## config.mk

```make
export PLATFORM = sky130hd
export DESIGN_NAME = sodor_imem_responder
export DESIGN_NICKNAME = d
export VERILOG_FILES = /design/src/rtl/sodor_imem_pkg.sv /design/src/rtl/sodor_imem_fifo.sv /design/src/rtl/sodor_imem_responder.sv
export SDC_FILE = /design/constraint.sdc
export NUM_CORES = 1
export LEC_CHECK = 0
export CAP_MARGIN = 15
export CORE_UTILIZATION = 49
export DETAILED_ROUTE_END_ITERATION = 8
export PLACE_DENSITY = 0.79
export RECOVER_POWER = 100
export SYNTH_ARGS = -nofsm -noshare
export SYNTH_HDL_FRONTEND = slang
export SYNTH_SLANG_ARGS = --single-unit
```

## constraint.sdc

```tcl
create_clock -name clock -period 2.39 [get_ports clock]
set_input_delay 0.478 -clock clock [delete_from_list [all_inputs] [get_ports clock]]
set_output_delay 0.478 -clock clock [all_outputs]
set_load 0.02 [all_outputs]
```

## src/rtl/sodor_imem_pkg.sv

```systemverilog
// Shared types and constants for the Sodor instruction-memory responder.
package sodor_imem_pkg;

  // RISC-V canonical NOP (addi x0, x0, 0).
  localparam logic [31:0] NOP = 32'h0000_0013;

  // Deepest fixed latency the responder supports.
  localparam int LATENCY_MAX = 4;

  // One fetch response: instruction word plus misalignment flag.
  typedef struct packed {
    logic [31:0] data;
    logic        fault;
  } imem_resp_t;

endpackage

```

## src/rtl/sodor_imem_fifo.sv

```systemverilog
// Response FIFO. The pointers carry one extra wrap bit, so equal pointers
// mean empty. The caller's credit counter guarantees that a push never
// happens while the FIFO is full, so no full flag is needed.
module sodor_imem_fifo
  import sodor_imem_pkg::*;
#(
  parameter int DEPTH = 4
) (
  input  logic       clock,
  input  logic       reset,
  input  logic       push,
  input  imem_resp_t push_data,
  input  logic       pop,
  output imem_resp_t head,
  output logic       empty
);

  localparam int AW = (DEPTH > 1) ? $clog2(DEPTH) : 1;

  imem_resp_t     mem_reg [DEPTH];
  logic [AW:0]    wr_ptr_reg;
  logic [AW:0]    rd_ptr_reg;

  // Pointer advance; the reset clears both pointers, which empties the FIFO.
  always_ff @(posedge clock or negedge reset) begin
    if (!reset) begin
      wr_ptr_reg <= '0;
      rd_ptr_reg <= '0;
    end else begin
      if (push) wr_ptr_reg <= wr_ptr_reg + 1'b1;
      if (pop)  rd_ptr_reg <= rd_ptr_reg + 1'b1;
    end
  end

  // Entry storage; the contents need no reset because empty gates visibility.
  always_ff @(posedge clock) begin
    if (push) mem_reg[wr_ptr_reg[AW-1:0]] <= push_data;
  end

  assign head  = mem_reg[rd_ptr_reg[AW-1:0]];
  assign empty = (wr_ptr_reg == rd_ptr_reg);

endmodule

```

## src/rtl/sodor_imem_responder.sv

```systemverilog
// Fetch-side instruction memory: a small program store with a side load port,
// a fixed-latency read pipeline and a credit-limited in-order response FIFO.
module sodor_imem_responder
  import sodor_imem_pkg::*;
#(
  parameter int DEPTH      = 16,
  parameter int LATENCY    = 1,
  parameter int FIFO_DEPTH = 4
) (
  input  logic                          clock,
  input  logic                          reset,
  input  logic                          req_valid,
  output logic                          req_ready,
  input  logic [31:0]                   req_addr,
  output logic                          resp_valid,
  input  logic                          resp_ready,
  output logic [31:0]                   resp_data,
  output logic                          resp_fault,
  input  logic                          load_en,
  input  logic [$clog2(DEPTH)-1:0]      load_idx,
  input  logic [31:0]                   load_data,
  output logic [$clog2(FIFO_DEPTH):0]   outstanding
);

  localparam int IDX_W = $clog2(DEPTH);
  localparam int CNT_W = $clog2(FIFO_DEPTH) + 1;

  logic [31:0]        store_reg [DEPTH];
  logic [CNT_W-1:0]   outstanding_reg;
  logic               accept;
  logic               pop;
  logic [IDX_W-1:0]   req_idx;
  imem_resp_t         req_entry;
  imem_resp_t         fifo_head;
  logic               fifo_empty;
  logic               unused_addr_bits;

  // Entry i of the chain holds a response accepted i cycles ago; entry 0 is
  // the response being accepted right now. The last entry feeds the FIFO, whose
  // own write register provides the final cycle of latency.
  logic               chain_valid [LATENCY];
  imem_resp_t         chain_entry [LATENCY];

  assign req_ready = (outstanding_reg < CNT_W'(FIFO_DEPTH));
  assign accept    = req_valid && req_ready;
  assign pop       = resp_valid && resp_ready;
  assign req_idx   = req_addr[IDX_W+1:2];

  // Upper address bits alias onto the store and are intentionally ignored.
  assign unused_addr_bits = ^req_addr[31:IDX_W+2];

  // Read the store at accept time; misaligned fetches return a faulting NOP.
  always_comb begin
    req_entry.data  = store_reg[req_idx];
    req_entry.fault = 1'b0;
    if (req_addr[1:0] != 2'b00) begin
      req_entry.data  = NOP;
      req_entry.fault = 1'b1;
    end
  end

  // Program store: cleared to NOP on reset, written by the load port. A load
  // and a read of the same word in one cycle return the old word.
  always_ff @(posedge clock or negedge reset) begin
    if (!reset) begin
      for (int i = 0; i < DEPTH; i++) store_reg[i] <= NOP;
    end else if (load_en) begin
      store_reg[load_idx] <= load_data;
    end
  end

  assign chain_valid[0] = accept;
  assign chain_entry[0] = req_entry;

  genvar gi;
  generate
    for (gi = 1; gi < LATENCY; gi++) begin : g_stage
      // Shift one latency stage per clock; reset drops in-flight responses.
      always_ff @(posedge clock or negedge reset) begin
        if (!reset) begin
          chain_valid[gi] <= 1'b0;
          chain_entry[gi] <= '0;
        end else begin
          chain_valid[gi] <= chain_valid[gi-1];
          chain_entry[gi] <= chain_entry[gi-1];
        end
      end
    end
  endgenerate

  sodor_imem_fifo #(
    .DEPTH (FIFO_DEPTH)
  ) u_fifo (
    .clock     (clock),
    .reset     (reset),
    .push      (chain_valid[LATENCY-1]),
    .push_data (chain_entry[LATENCY-1]),
    .pop       (pop),
    .head      (fifo_head),
    .empty     (fifo_empty)
  );

  // Credit counter covering both the latency pipeline and the FIFO.
  always_ff @(posedge clock or negedge reset) begin
    if (!reset) begin
      outstanding_reg <= '0;
    end else if (accept && !pop) begin
      outstanding_reg <= outstanding_reg + 1'b1;
    end else if (!accept && pop) begin
      outstanding_reg <= outstanding_reg - 1'b1;
    end
  end

  assign outstanding = outstanding_reg;
  assign resp_valid  = !fifo_empty;
  assign resp_data   = fifo_empty ? 32'h0 : fifo_head.data;
  assign resp_fault  = fifo_empty ? 1'b0  : fifo_head.fault;

endmodule

```

After elaboration in Yosys (flattened, before gate mapping)
Memories as Yosys holds them, arrays and structs flattened.
Cells that the tools add are included.
W data, S select, Z words.
{"block": "word_totals", "reg_bits": 521, "mem_bits_rw": 132, "output_inout_bits": 38, "mem_count": 1}
{"block": "classes", "add_sub_neg": 4, "magnitude_cmp": 4, "eq_ne": 1, "n_mux": 13, "bitwise": 2, "n_reduce_logical": 10}
{"memory": "u_fifo.mem_reg", "depth": 4, "width": 33, "read_ports": 1, "rd_ports_with_merged_regs": 0, "write_ports": 1, "line_no": "sodor_imem_fifo.sv:20", "rtl": "imem_resp_t mem_reg [DEPTH];"}
{"op": "$bwmux W512", "count": 1}
{"op": "$bmux W32 S4", "count": 1}
{"op": "$demux W32 S4", "count": 1}
{"op": "$mux W32", "count": 4}
{"op": "$mux W33", "count": 1}
{"op": "$ge A5 B5 Y1 const B", "count": 2}
{"op": "$not A4 Y5", "count": 2}
{"op": "$add A3 B1 Y3 const B", "count": 3}
{"op": "$mux W3", "count": 2}
{"op": "$logic_and A1 B1 Y1", "count": 5}
{"op": "$lt A5 B1 Y1 const B", "count": 1}
{"op": "$reduce_bool A2 Y1", "count": 2}
{"op": "$eq A3 B3 Y1", "count": 1}
{"op": "$logic_not A1 Y1", "count": 3}
{"op": "$lt A3 B3 Y1 const B", "count": 1}
{"op": "$mux W1", "count": 3}
{"op": "$sub A3 B1 Y3 const B", "count": 1}

Longest topological paths before layout
Gate-level depths: netlist of the first run.
{"block": "depth", "ltp_word": 6, "mapped_depth": 10}

By module
From an unflattened synthesis of the first run, not the netlist that was laid out.
{"block": "hier_totals", "cells_unflattened": 1868, "area_unflattened_um2": 28954.0}
{"module": "sodor_imem_responder", "instances": 1, "cells_each": 1666, "area_each_um2": 23801.6}
{"module": "sodor_imem_fifo", "instances": 1, "cells_each": 202, "area_each_um2": 5152.4}

Worst setup path before layout of the first run
Ideal clock, no wire load.
{"block": "synth_timing", "kind": "reg2reg", "start": "register u_fifo.rd_ptr_reg[0]", "end": "register outstanding_reg[2] (netlist: outstanding[2])", "setup_ns": 0.080, "arrival_ns": 2.260, "required_time_ns": 2.310, "slack_ns": 0.049, "stages_incl_launch_ff": 11, "period_less_slack_ns": 2.341, "cell_sequence": "dfrtp_1 buf_2 xor2_1 nor3_2 nand2b_1 ha_1 inv_1 fa_1 xor2_1 nor2_1 xnor2_1"}
{"block": "synth_via", "elab_chain_cells": 6, "elab_cells_between_ends": 8, "cone_classes": "eq/ne (1); mux (1); reduce/logical (6)"}
{"element": "start, declared", "line_no": "sodor_imem_fifo.sv:22", "rtl": "logic [AW:0] rd_ptr_reg;"}
{"element": "start signal, assigned", "line_no": "sodor_imem_fifo.sv:31", "rtl": "if (pop) rd_ptr_reg <= rd_ptr_reg + 1'b1;"}
{"element": "$eq A3 B3 Y1 *", "line_no": "sodor_imem_fifo.sv:41", "rtl": "assign empty = (wr_ptr_reg == rd_ptr_reg);"}
{"element": "$logic_not A1 Y1 *", "line_no": "sodor_imem_responder.sv:115", "rtl": "assign resp_valid = !fifo_empty;"}
{"element": "$logic_and A1 B1 Y1 *", "line_no": "sodor_imem_responder.sv:46", "rtl": "assign pop = resp_valid && resp_ready;"}
{"element": "$logic_not A1 Y1", "line_no": "sodor_imem_responder.sv:107", "rtl": "end else if (accept && !pop) begin"}
{"element": "$logic_and A1 B1 Y1", "line_no": "sodor_imem_responder.sv:107"}
{"element": "$mux W3 or $reduce_bool A2 Y1 (tied branches)"}
{"element": "end signal, assigned", "line_no": "sodor_imem_responder.sv:108", "rtl": "outstanding_reg <= outstanding_reg + 1'b1;"}
{"element": "end signal, assigned", "line_no": "sodor_imem_responder.sv:110", "rtl": "outstanding_reg <= outstanding_reg - 1'b1;"}
{"element": "end, declared", "line_no": "sodor_imem_responder.sv:29", "rtl": "logic [CNT_W-1:0] outstanding_reg;"}
Mark *: on every way between the ends. The rest lies on a longest branch, timed or not.
A chain may end at the register's enable or synchronous reset.

Worst setup path after layout of the first run
{"block": "layout_timing", "start": "register u_fifo.rd_ptr_reg[0]", "end": "output port resp_data[24]"}
{"block": "layout_via", "elab_chain_cells": 2, "elab_cells_between_ends": 3, "cone_classes": "eq/ne (1); mux (1); memory (1)"}
{"element": "$mem_v2 Z4 W33 or $eq A3 B3 Y1 (tied branches)"}
{"element": "$mux W32 *", "line_no": "sodor_imem_responder.sv:116", "rtl": "assign resp_data = fifo_empty ? 32'h0 : fifo_head.data;"}
{"element": "end, declared", "line_no": "sodor_imem_responder.sv:17", "rtl": "output logic [31:0] resp_data,"}
Marked as above.

==> results of run 1 <==
[cell families (layout without fill, tap and decap cells)]
group | after synthesis | in the layout
adder cells (fa/ha/maj) | 7 | 7
XOR/XNOR | 10 | 10
AND/OR/NAND/NOR | 140 | 140
AO/OA/AOI/OAI | 130 | 130
other | 0 | 6
flip-flops | 653 | 653
multiplexers | 765 | 765
buffers and inverters | 164 | 383
[through the flow]
stage | total power, uW | setup WS, ns | TNS (ns)
floorplan | 20500 | 0.0495 | 0
global placement | 23400 | -0.0703 | -0.657
detailed placement | 23900 | -0.130 | -3.22
CTS | 34900 | -0.280 | -7.51
global route | 36700 | -0.325 | -47.63
finish | 35100 | -0.240 | -6.08
[power breakdown]
part	switching, uW	internal (uW)	total [uW]	leakage (uW)
Combinational	4230	5400	9630	0.00582
Sequential	1200	14000	15200	0.00752
Clock	4210	6120	10300	0.00107
Total	9640	25500	35100	0.0144
[final cells by class]
| class | count | area, sq um | share of cell area, % |
|---|---|---|---|
| diodes | 6 | 15.0 | 0.0436 |
| clock buffers | 98 | 1960 | 5.69 |
| clock inverters | 22 | 224 | 0.651 |
| inverters | 6 | 22.5 | 0.0654 |
| multi-input cells | 1052 | 11400 | 33.0 |
| flip-flops and latches | 653 | 17100 | 49.6 |
| well taps | 765 | 957 | 2.78 |
| repair buffers | 257 | 2820 | 8.19 |
[metal layers]
layer  up-vias  track usage, %  share of wire [%]  routed length [um]
li1       7279               -                  -                   -
met1      8892            31.2                 42               29000
met2       450            40.4                 50               34700
met3       117            4.23                5.7                3990
met4         6            7.46                2.3                1580
met5         -               0              0.059                  41
[synth_stat cells (all sizes together) (16+ instances only)]
cell type    n
mux4        71
o31ai       22
nand3       26
clkbuf      74
nand2       16
mux2i      132
o22ai       21
buf         84
a22oi       68
nor2b       37
nor2        38
edfxtp     132
mux2       562
dfrtp      473
dfstp       48
[worst min-delay path by stage]
stage,from,end,slack (ns)
4_1_cts,reset,store_reg[482],0.41
5_1_grt,u_fifo.wr_ptr_reg[2],u_fifo.wr_ptr_reg[2],0.49
3_5_place_dp,reset,store_reg[482],0.45
2_1_floorplan,reset,outstanding[0],0.18
6_report,u_fifo.wr_ptr_reg[2],u_fifo.wr_ptr_reg[2],0.48
3_3_place_gp,reset,store_reg[418],0.44
[what timing repair did]
| action | CTS | global route |
|---|---|---|
| hold buffers | 1 | 0 |
| setup endpoints to repair | 35 | 36 |
| pin swaps | 3 | 4 |
| buffers inserted | 14 | 6 |
| hold endpoints to repair | 31 | 0 |
| resized for setup | 177 | 56 |
| cloned | 3 | 0 |
==> flow_summary.ini, run 1 <==
[timing]
fin_ws_ns = -0.240
whs_ns = 0.484
rsz0062_at_grt = yes
fin_skew_ns = 0.0275
fin_crit_sh_pct = 110
tightest_slew_ns = 1.41
final_max_slew_viol_count = 0
period_minus_slack_ns = 2.63
finalHoldViolCount = 0
max_slew_margin_pct = 5.82
fmax_mhz = 380
setup-violations-final = 36

[setup_path]
worst_path_max_delay_cell = dfrtp_2
end_kind = primary output
slowest_delay_ns = 0.44
reg2reg_from = u_fifo.rd_ptr_reg[0]
crit_fanout = 7
required_ns = 1.91
reg2reg_to = outstanding[2]
path_class = register to primary output
crit_path_cell_trace = buf_6 -> xor2_2 -> nor3_4 -> buf_6 -> buf_12 -> buf_16 -> nor2b_1 -> buf_4
cp-start-kind = register
crit_top_cell = buf_6
worst-path-stages = 8
critPathCapture = resp_data[24]
crit_start = u_fifo.rd_ptr_reg[0]
reg2reg_depth = 12
rrSetupSlack_ns = -0.02
cp_top_family = buffers and inverters
worst-path-buf-inv = 5
critical_path_arrival_ns = 2.15

[power]
p_leak_uw = 0.0144
p_per_area_nw_per_um2 = 1020
peakVddDrop_v = 0.000808

[worst_hold_path]
min_path_cells = 1
hp-class = register to register

[status]
violations = setup timing
status = complete, but fails checks

[logic_synthesis]
synth_area_per_cell_sq_um = 15.4
synth_top_family_by_area = multiplexers
synthMuxAreaShare_pct = 32.0
syn-cell-area_sq_um = 28900
yosysWarnings = 0
netlist.area_leader.share_pct = 41.0
synth_compound_area_share_pct = 3.21
syn_nets = 1949
yosysSeqAreaShare_pct = 59.1
yosys.area.top_type = dfrtp_1
ys_types = 35
synth_edf_count = 132
synth_xor_area_share_pct = 0.303
synthCells = 1869
synthFlopType = dfrtp_1
yosys.area_share.adder_pct = 0.329
ys_top_cells_by_area = dfrtp_1, mux2_2, edfxtp_1
yosys.area_share.simple_pct = 2.50
synthArstFlopShare_pct = 79.8
synth-seq-cells = 653

[detailed_routing]
totalWireLength_mm = 69.3
num_vias = 16744
viasPerCell = 5.86
dr.pass1.iters = 5
dr.first_iter.drc_count = 1114
drc = 0
routedWlPerCell_um = 24.3
final_antenna_net_count = 0

[cts]
clock_latency_ns = 0.60
cts.sinks = 653
htreeDepth = 3
cts_buffers = 66
clockRootBuffer = clkbuf_16
clk_pin_slew_ns = 0.06
clock_path_buffers = 3
cts_tree = yes

[place]
io_buffers = 84
dpl.cell_count = 2713
dp_hpwl_mm = 43.4
gp_congestion = 0.773
placed_cell_area_sq_um = 31900

[global_route]
grt.overflow.total = 0
grt_usage_pct = 23.8
antenna_found_initial = 6
grt_pass1_wl_mm = 108
grt_pass1_vias = 18269
grt_max_degree = 97

[layout]
fin_nets = 2116
fin_area_sq_um = 34400
final_util_pct = 59.4
largest_reg_flops = 512
layout_commonest_cell = mux2_2
fin_cells = 2859
layout-drive-gt1-share_pct = 49.2
fillers = 4267
area_delta_synth_final_pct = 19.2
layout_common_cells = mux2_2, dfrtp_1, mux2i_1, edfxtp_1, buf_4

[die]
die_w_um = 245
start_util_pct = 49.9
num_rows = 88
core_region_area_sq_um = 57900
die_h_um = 245
ios = 111
dieArea_sq_um = 59900

[flow_run]
maxCapViolCount = 0
Note: power is estimated with default switching activity, not from simulation.
==> run 2: changes to the inputs <==
Settings changed: CORE_UTILIZATION 49 to 55, PLACE_DENSITY 0.79 to 0.86.
==> run 2 against run 1 <==
The run ends with capacitance limit, slew limit, setup timing left. Largest cell class unchanged. Routed wire length grew 2.1%. Register-to-register slack lost 0.03 ns. Non-clock buffer count shrank 31. Worst hold slack gained 0.018 ns. Worst setup slack gained 0.036 ns. Sequential share of layout area grew 0.98 points. Clock-buffer cell count shrank 2. Power shrank 1.3%. Combinational power shrank 5.4%. Sequential power is essentially flat. Final area shrank 1.9%. Critical path depth shrank 3.
==> flow_summary.ini, run 2 (synthesis gave the netlist of run 1 again) <==
[power]
swShare_pct = 27.8
peakVddDrop_v = 0.000535
clockPowerShare_pct = 29.7
internal_power_uw = 25000
p_leak_uw = 0.0141
pwr-share-seq_pct = 44.0
netSwitchingPower_uw = 9620
p_per_area_nw_per_um2 = 1030
comb_power_share_pct = 26.3

[cts]
clockRootBuffer = clkbuf_16
cts.sinks = 653
cts_buffers = 66
clock_latency_ns = 0.61
cts_tree = yes
clock_path_buffers = 3
clk_pin_slew_ns = 0.06
htreeDepth = 3

[global_route]
grt_pass1_vias = 18449
grt.overflow.total = 0
grt_max_degree = 77
antenna_found_initial = 3
grt_pass1_wl_mm = 109
grt_usage_pct = 27.1

[detailed_routing]
routedWlPerCell_um = 25.9
drc = 0
viasPerCell = 6.27
dr.pass1.iters = 5
final_antenna_net_count = 0
totalWireLength_mm = 70.8
num_vias = 17139
dr.first_iter.drc_count = 1346

[die]
start_util_pct = 55.9
num_rows = 83
dieArea_sq_um = 53400
die_w_um = 231
die_h_um = 231
core_region_area_sq_um = 51600
ios = 111

[place]
io_buffers = 84
gp_congestion = 0.785
dpl.cell_count = 2605
pre_cts_slack_ns = -0.0196
dp_hpwl_mm = 41.6

[setup_path]
crit_fanout = 5
cp-start-kind = register
critical_path_arrival_ns = 2.12
crit_path_cell_trace = buf_8 -> buf_12 -> mux4_2 -> nor2b_1 -> buf_4
end_kind = primary output
slowest_delay_ns = 0.50
required_ns = 1.91
reg2reg_depth = 11
path_class = register to primary output
worst_path_max_delay_cell = mux4_2

[layout]
fin_nets = 2085
layout-drive-gt1-share_pct = 47.7
largest_reg_flops = 512
final-seq-area_sq_um = 17100
layout_commonest_cell = mux2_2
area_delta_synth_final_pct = 16.9
layout_common_cells = mux2_2, dfrtp_1, mux2i_1, edfxtp_1, buf_4
final_util_pct = 65.4
fin_cells = 2733
fillers = 3331
multi_input_area_sq_um = 11300

[timing]
period_minus_slack_ns = 2.59
tightest_slew_ns = 1.91
max_slew_margin_pct = -27.5
setup-violations-final = 65
fin_ws_ns = -0.204
rsz0062_at_grt = yes
fmax_mhz = 386
fin_skew_ns = 0.0280
fin_setup_tns_ns = -7.00
finalHoldViolCount = 0
fin_crit_sh_pct = 109
final_max_slew_viol_count = 59

[flow_run]
maxCapViolCount = 1

[status]
status = complete, but fails checks
violations = capacitance limit, slew limit, setup timing

[worst_hold_path]
min_path_cells = 1
hp-class = register to register
[run 2: cell count changes in the layout (fill, tap and decap cells not counted), moves of 3 or more]
cell / change
nor2b_4: -4
clkbuf_8: -4
clkbuf_16: +3
nor2b_2: -3
nor2b_1: +7
buf_4: -30
diode_2: -5
clkbuf_2: +10
and2_0: +4
clkinv_2: +3
clkbuf_4: +3
buf_12: -16
[run 2: area by class of cell]
| type | instances | area share, % |
|---|---|---|
| timing repair buffer | 226 | 7.02 |
| clock buffer | 96 | 5.84 |
| tap | 680 | 2.52 |
| inverter | 6 | 0.0667 |
| multi-input combinational | 1052 | 33.5 |
| clock inverter | 19 | 0.515 |
| antenna | 1 | 0.00741 |
| sequential | 653 | 50.6 |
[run 2: repair_timing]
item	CTS	global route
resized for setup	155	65
endpoints found under the hold margin	47	0
pin swaps	1	0
endpoints found under the setup margin	34	36
buffers inserted	7	1
hold buffers	1	0
gates cloned	2	2
[run 2: critical path, delay by kind of cell (launching register included)]
family / cells / cell delay (ns)
buf+inv: 3 / 0.43
flops: 1 / 0.42
simple gates: 1 / 0.15
mux: 1 / 0.50
[run 2: through the flow]
stage	total power, uW	instance area, sq um	hold slack (ns)
after floorplan	20500	28900	0.182
after global placement	23200	31500	0.468
after detailed placement	23800	31500	0.479
after CTS	34100	33700	0.468
after global routing	36100	33700	0.513
final	34700	33700	0.502
[run 2: power groups by stage]
| stage | Combinational [uW] | Sequential (uW) | Clock (uW) |
|---|---|---|---|
| floorplan | 5570 | 14900 | 0 |
| global placement | 8140 | 15100 | 0 |
| detailed placement | 8450 | 15400 | 0 |
| CTS | 8470 | 15200 | 10400 |
| global route | 9770 | 15500 | 10800 |
| finish | 9110 | 15300 | 10300 |
[run 2: worst paths after layout]
path	from	to	slack [ns]
setup / recovery	u_fifo.rd_ptr_reg[0]	resp_data[29]	-0.20
hold / removal	u_fifo.wr_ptr_reg[2]	u_fifo.wr_ptr_reg[2]	0.50
setup reg to reg	u_fifo.rd_ptr_reg[0]	outstanding[2]	-0.05
hold reg to reg	u_fifo.wr_ptr_reg[2]	u_fifo.wr_ptr_reg[2]	0.50
max in group asynchronous	reset	store_reg[33]	0.15
min in group asynchronous	reset	store_reg[501]	0.97
[run 2: layer usage]
metal  vias up  GRT usage, %  part of all wire, %
li1       7186             -                    -
met1      9123          37.1                   41
met2       679          43.9                   49
met3       147          4.87                  6.6
met4         4          9.46                  3.0
met5         -             0                0.038
